$ cat src/rtl/dmem_arbiter.sv
// dmem_arbiter
// Shares the single-port DataMemory (16 x 32-bit words, one-cycle registered
// read) between the CPU load/store port and the VGA pixel fetch port.
// VGA normally wins. A starvation counter hands the memory to the CPU after
// STARVE_MAX consecutive VGA grants made while the CPU was waiting.
//
// Optional feature: define DMEM_ARB_ADDR_CHECK_EN to reject addresses >= DEPTH.
// A rejected request is still acked, pulses the owner's err flag, and never
// reaches the memory. Without the macro the err outputs stay 0 and the address
// goes to the memory unchecked.
//
// Ports
//   clk, rst_n                      clock, asynchronous active-low reset
//   cpu_req/cpu_we/cpu_addr/cpu_wdata   CPU request (we=1 write, 0 read)
//   cpu_ack/cpu_rvalid/cpu_rdata/cpu_err CPU grant pulse, read return, error
//   vga_req/vga_addr                VGA read request
//   vga_ack/vga_rvalid/vga_rdata/vga_err VGA grant pulse, read return, error
//   mem_enable/mem_read_enable/mem_write_enable/mem_address/mem_input_data
//                                   memory command (all registered)
//   mem_output_data                 memory read data (valid the cycle after CMD)
module dmem_arbiter #(
  parameter int ADDR_W     = 14,
  parameter int DATA_W     = 32,
  parameter int DEPTH      = 16,
  parameter int STARVE_MAX = 4
) (
  input  logic              clk,
  input  logic              rst_n,
  input  logic              cpu_req,
  input  logic              cpu_we,
  input  logic [ADDR_W-1:0] cpu_addr,
  input  logic [DATA_W-1:0] cpu_wdata,
  output logic              cpu_ack,
  output logic              cpu_rvalid,
  output logic [DATA_W-1:0] cpu_rdata,
  output logic              cpu_err,
  input  logic              vga_req,
  input  logic [ADDR_W-1:0] vga_addr,
  output logic              vga_ack,
  output logic              vga_rvalid,
  output logic [DATA_W-1:0] vga_rdata,
  output logic              vga_err,
  output logic              mem_enable,
  output logic              mem_read_enable,
  output logic              mem_write_enable,
  output logic [ADDR_W-1:0] mem_address,
  output logic [DATA_W-1:0] mem_input_data,
  input  logic [DATA_W-1:0] mem_output_data
);

  localparam int              CNT_W   = $clog2(STARVE_MAX + 1);
  localparam logic [CNT_W-1:0] CNT_MAX = CNT_W'(STARVE_MAX);

`ifdef DMEM_ARB_ADDR_CHECK_EN
  localparam bit ADDR_CHECK = 1'b1;
`else
  localparam bit ADDR_CHECK = 1'b0;
`endif

  typedef enum logic [1:0] {IDLE, CMD, WAIT} state_t;

  state_t             state;
  logic [CNT_W-1:0]   starve_cnt;
  logic               owner_vga;
  logic               cmd_we;
  logic               cmd_bad;

  logic               grant_vga;
  logic               grant_cpu;
  logic [ADDR_W-1:0]  sel_addr;
  logic [DATA_W-1:0]  sel_wdata;
  logic               sel_we;
  logic               sel_bad;

  // Winner selection for an IDLE cycle: VGA unless the CPU has been passed
  // over STARVE_MAX times in a row.
  always_comb begin
    grant_vga = vga_req && !(cpu_req && (starve_cnt == CNT_MAX));
    grant_cpu = cpu_req && !grant_vga;
    sel_addr  = grant_vga ? vga_addr : cpu_addr;
    sel_we    = grant_vga ? 1'b0 : cpu_we;
    sel_wdata = grant_vga ? '0 : cpu_wdata;
    sel_bad   = ADDR_CHECK && (32'(sel_addr) >= 32'(DEPTH));
  end

  // Sequencer. Every output is registered so that acks, mem commands and
  // rvalid pulses all line up with the state they belong to; pulses default
  // to 0 each cycle and are raised only on the edge that enters their cycle.
  always_ff @(posedge clk or negedge rst_n) begin
    if (!rst_n) begin
      state            <= IDLE;
      starve_cnt       <= '0;
      owner_vga        <= 1'b0;
      cmd_we           <= 1'b0;
      cmd_bad          <= 1'b0;
      cpu_ack          <= 1'b0;
      cpu_rvalid       <= 1'b0;
      cpu_rdata        <= '0;
      cpu_err          <= 1'b0;
      vga_ack          <= 1'b0;
      vga_rvalid       <= 1'b0;
      vga_rdata        <= '0;
      vga_err          <= 1'b0;
      mem_enable       <= 1'b0;
      mem_read_enable  <= 1'b0;
      mem_write_enable <= 1'b0;
      mem_address      <= '0;
      mem_input_data   <= '0;
    end else begin
      cpu_ack          <= 1'b0;
      vga_ack          <= 1'b0;
      cpu_err          <= 1'b0;
      vga_err          <= 1'b0;
      cpu_rvalid       <= 1'b0;
      vga_rvalid       <= 1'b0;
      mem_enable       <= 1'b0;
      mem_read_enable  <= 1'b0;
      mem_write_enable <= 1'b0;

      // Starvation only counts while the CPU is actually waiting; any cycle
      // without a CPU request forgets the history.
      if (!cpu_req) begin
        starve_cnt <= '0;
      end else if (state == IDLE && grant_cpu) begin
        starve_cnt <= '0;
      end else if (state == IDLE && grant_vga && starve_cnt != CNT_MAX) begin
        starve_cnt <= starve_cnt + 1'b1;
      end

      case (state)
        IDLE: begin
          if (cpu_req || vga_req) begin
            owner_vga        <= grant_vga;
            cmd_we           <= sel_we;
            cmd_bad          <= sel_bad;
            cpu_ack          <= grant_cpu;
            vga_ack          <= grant_vga;
            cpu_err          <= grant_cpu && sel_bad;
            vga_err          <= grant_vga && sel_bad;
            mem_enable       <= !sel_bad;
            mem_read_enable  <= !sel_bad && !sel_we;
            mem_write_enable <= !sel_bad && sel_we;
            mem_address      <= sel_addr;
            mem_input_data   <= sel_wdata;
            state            <= CMD;
          end
        end
        CMD: begin
          // Writes and rejected commands have nothing to wait for.
          state <= (cmd_we || cmd_bad) ? IDLE : WAIT;
        end
        WAIT: begin
          if (owner_vga) begin
            vga_rdata  <= mem_output_data;
            vga_rvalid <= 1'b1;
          end else begin
            cpu_rdata  <= mem_output_data;
            cpu_rvalid <= 1'b1;
          end
          state <= IDLE;
        end
        default: state <= IDLE;
      endcase
    end
  end

endmodule

$ cat config.mk
export PLATFORM = sky130hd
export DESIGN_NAME = dmem_arbiter
export DESIGN_NICKNAME = d
export VERILOG_FILES = /design/src/rtl/dmem_arbiter.sv
export SDC_FILE = /design/constraint.sdc
export NUM_CORES = 1
export LEC_CHECK = 0
export CORE_MARGIN = 10
export CORE_UTILIZATION = 38
export CTS_CLUSTER_SIZE = 24
export DETAILED_ROUTE_END_ITERATION = 8
export GPL_ROUTABILITY_DRIVEN = 0
export PLACE_DENSITY = 0.87
export RECOVER_POWER = 50
export SYNTH_ARGS = -nofsm -noshare
export SYNTH_HDL_FRONTEND = slang
export SYNTH_SLANG_ARGS = --single-unit
$ cat constraint.sdc
create_clock -name clk -period 1.6 [get_ports clk]
set_clock_uncertainty 0.05 [all_clocks]
set_input_delay 0.48 -clock clk [delete_from_list [all_inputs] [get_ports clk]]
set_output_delay 0.48 -clock clk [all_outputs]
set_load 0.02 [all_outputs]
==> flow_summary_export.csv <==
group,metric,value,unit
cells_and_area,instances_no_fill,759,
setup_path,arrival,1.81,ns
route,vias_after_detailed_routing,3735,
global_route,grtUsageTotal,16.4,%
global_route,grt_first_pass_wirelength,23100,um
place,dpl_wire_length,11000,um
route,drt_iter0_drc,171,
global_route,grt_use_met3,5.75,%
timing,timing.final.setup_violations,0,
setup_path,critical_path.cell_chain,"inv_1 -> ha_4 -> a21boi_2 -> nor3b_4 -> buf_4 -> clkbuf_16 -> a22o_1",
cells_and_area,regArea,3110,um^2
yosys,synth_seq_cells,124,
timing,final.hold.worst_slack,0.414,ns
cells_and_area,final_net_count,673,
yosys,syn_inst,339,
yosys,post_synth_edffs,0,
die,fp.dieW,133,um
global_route,gr-max-usage-layer,"met2",
run_status,run_status,"finished, final reports clean",
cells_and_area,final_core_utilization,60.6,%
place,port_buffers,213,
setup_path,crit_path_max_fanout,16,
setup_path,worst_r2r_path_depth,7,
hold_path,hold_path_depth,1,
setup_path,timing.critical_path.slowest_stage_cell,"dfrtp_1",
route,detailedRoute.firstPassIterationCount,5,
global_route,global_route.usage.met1,18.3,%
setup_path,reg_to_reg_critical_path_endpoint,"mem_input_data[13]$_DFFE_PN0P_",
cts,clock_pin_slew_on_the_worst_setup_and_hold_paths,0.06,ns
setup_path,cp_data_required_time,1.84,ns
pwr,p_leak,3.54,nW
yosys,synth.avg_cell_area,14.3,um^2
cts,clock_tree.htree_level_count,4,
global_route,grt_overflow,0,
timing,finalHoldViolations,0,
yosys,async_reset_ff_share,100,%
route,routed_via_density,4.92,
yosys,yosysWarningCount,0,
cts,number_of_buffers_created_by_cts,17,
yosys,yosysUniqueCellTypes,33,
timing,worstMarginPinSlew,0.622,ns
place,dp_cells,720,
cts,tritoncts,"done",
route,drt_wl_total,14900,um
yosys,synth_seq_area_share,64.1,%
die,floorplan.rows,41,
cts,clock_insertion_delay_worst_skew,0.40,ns
timing,final_min_period_over_clock_period,98.4,%
route,final_antenna_net_count,0,
pwr,irDropWorstVdd,0.911,mV
setup_path,start_to_end_type_of_the_worst_setup_path,"reg -> reg",
setup_path,cpPeakStageDelay,0.37,ns
yosys,post_synth_main_area_contributors,"dfrtp_1 (64%), mux2_2 (15%), a22o_1 (5.8%), o221ai_1 (2.5%), nand4_1 (1.8%)",
cells_and_area,proportion_of_layout_cells_with_a_drive_suffix_above_1,42.9,%
global_route,global_route.usage.met2,28.4,%
cells_and_area,num_antenna_cells,0,
setup_path,reg2reg_setup_slack,0.03,ns
hold_path,worst_hold_path.endpoint,"state[1]$_DFFE_PN0P_",
yosys,synthMostInstantiatedCell,"dfrtp_1",
setup_path,critical_path.reg2reg.startpoint,"starve_cnt[1]$_DFFE_PN0P_",
timing,max-slew-margin-rel,58.5,%
hold_path,hp-start,"cmd_we$_DFFE_PN0P_",
route,detail_route.wl_per_cell,19.6,um
hold_path,hold_path_class,"reg -> reg",
yosys,synth_top_cell_area_share,64.1,%
job,cap_viol_max_count,0,
timing,final-max-slew-violation-count,0,
die,start_util,38.5,%
cts,largest_buffer_count_on_any_clock_path,2,
cts,clkSinkCount,124,
die,design.core.area,12600,um^2
setup_path,critical_path.startpoint_type,"flop",
route,remaining_drc_errors,0,
global_route,pin_count_of_the_biggest_net_entering_global_routing,47,
cells_and_area,flow.area_growth_from_synthesis,57.3,%
global_route,grt_pass1_vias,4130,
yosys,synthTopCellsByCount,"dfrtp_1 (124), mux2_2 (64), a22o_1 (32), inv_1 (18), nand3_1 (17)",
pwr,power_density,2110,nW/um^2
yosys,synth-main-ff-cell,"dfrtp_1",
cells_and_area,fillers,1023,
yosys,mappedNetlistArea,4840,um^2
die,dieArea,17700,um^2
die,top_level_ports,216,
cts,clock_tree.root_cell,"clkbuf_16",
yosys,synth_largest_area_cell,"dfrtp_1",
die,die_boundary_height,133,um
timing,maxClockFrequency,635,MHz
setup_path,critPathCaptureType,"flop",
timing,shortest_clock_period_the_worst_path_allows_after_layout,1.57,ns
global_route,antenna_violations_before_repair,0,
cells_and_area,multi_input_area,1540,um^2
-- metrics by stage --
stage	power, mW	cell area [um^2]	worst slack [ns]	setup TNS, ns
2_1_floorplan	9.09	4840	0.0115	0
3_3_place_gp	12.8	7270	-0.286	-14.34
3_5_place_dp	13.0	7270	-0.352	-16.78
4_1_cts	16.6	7870	-0.0248	-0.288
5_1_grt	16.9	7610	-0.0308	-0.362
6_report	16.0	7610	0.0259	0
-- worst max path at each step --
stage	start	to	slack, ns	depth (start not counted)
after floorplan	vga_req	mem_address[4]$_DFFE_PN0P_	0.01	7
after global placement	cpu_req	cmd_we$_DFFE_PN0P_	-0.29	5
final	starve_cnt[1]$_DFFE_PN0P_	mem_input_data[13]$_DFFE_PN0P_	0.03	7
after global routing	state[0]$_DFFE_PN0P_	mem_input_data[29]$_DFFE_PN0P_	-0.03	5
after detailed placement	vga_req	mem_input_data[7]$_DFFE_PN0P_	-0.35	5
after CTS	starve_cnt[0]$_DFFE_PN0P_	mem_input_data[10]$_DFFE_PN0P_	-0.02	6
-- flip-flops by register name, summed over array words and instances, names as in the netlist --
name	flops
vga_ack	1
vga_rdata	32
mem_input_data	32
mem_read_enable	1
cpu_rdata	32
vga_rvalid	1
cmd_we	1
mem_address	14
cpu_ack	1
starve_cnt	3
owner_vga	1
cpu_rvalid	1
state	2
mem_enable	1
mem_write_enable	1
-- cell usage in the layout (no fill, tap or decap), types with 3 or more instances in the layout --
| cell type | synthesis | routed |
|---|---|---|
| clkbuf_8 | 0 | 3 |
| nand3_1 | 17 | 16 |
| clkdlybuf4s15_2 | 0 | 30 |
| clkinv_4 | 0 | 4 |
| buf_12 | 0 | 3 |
| clkdlybuf4s50_1 | 0 | 95 |
| bufinv_16 | 0 | 4 |
| a22o_1 | 32 | 32 |
| nand2_1 | 4 | 4 |
| a21boi_0 | 4 | 4 |
| clkbuf_2 | 0 | 3 |
| inv_1 | 18 | 17 |
| buf_2 | 13 | 86 |
| o221ai_1 | 14 | 14 |
| buf_4 | 2 | 15 |
| mux2_2 | 64 | 64 |
| dfrtp_1 | 124 | 122 |
| clkbuf_16 | 0 | 19 |
| nand4_1 | 14 | 14 |
-- routing by layer --
metal | share of wire (%) | up-vias
li1 | - | 1714
met1 | 41 | 1854
met2 | 51 | 154
met3 | 6.5 | 13
met4 | 0.91 | 0
met5 | 0 | -
-- area by class of cell --
class	instances	area share [%]
repair buffers	240	26.6
clock buffers	20	6.13
multi-input cells	172	20.3
flip-flops and latches	124	40.8
clock inverters	12	2.43
well taps	172	2.83
inverters	19	0.937
-- cell families (layout without fill, tap and decap cells) --
group	count (synthesis)	after routing	synth area share, %
AO/OA/AOI/OAI	55	55	9.59
adder cells (fa/ha/maj)	2	2	0.517
flip-flops	124	124	64.1
buffers and inverters	44	291	4.68
AND/OR/NAND/NOR	49	49	6.13
multiplexers	64	64	14.9
other	1	2	0.0775
-- report_power, final --
group | internal (mW) | leakage [nW] | switching [mW] | total [mW]
registers | 4.56 | 1.54 | 0.815 | 5.37
clock network | 2.75 | 0.317 | 1.40 | 4.15
logic | 2.86 | 1.68 | 3.65 | 6.51
total | 10.2 | 3.54 | 5.87 | 16.0
-- worst max-delay path, delay by kind of cell (launching register included) --
family,cells,cell delay [ns]
AO/OA/AOI/OAI,2,0.38
flip-flops,1,0.37
AND/OR/NAND/NOR,1,0.07
adder cells (fa/ha/maj),1,0.17
buffers and inverters,3,0.40
-- repair_timing --
action                                 in CTS  in global routing
pin swaps                                   0                  2
buffers inserted                            0                  4
endpoints found under the hold margin      19                  0
gates resized for setup                   382                 63
cloned                                      0                  2
hold buffers                                1                  0
setup endpoints to repair                 149                101
Power figures use the tool's default switching activity.
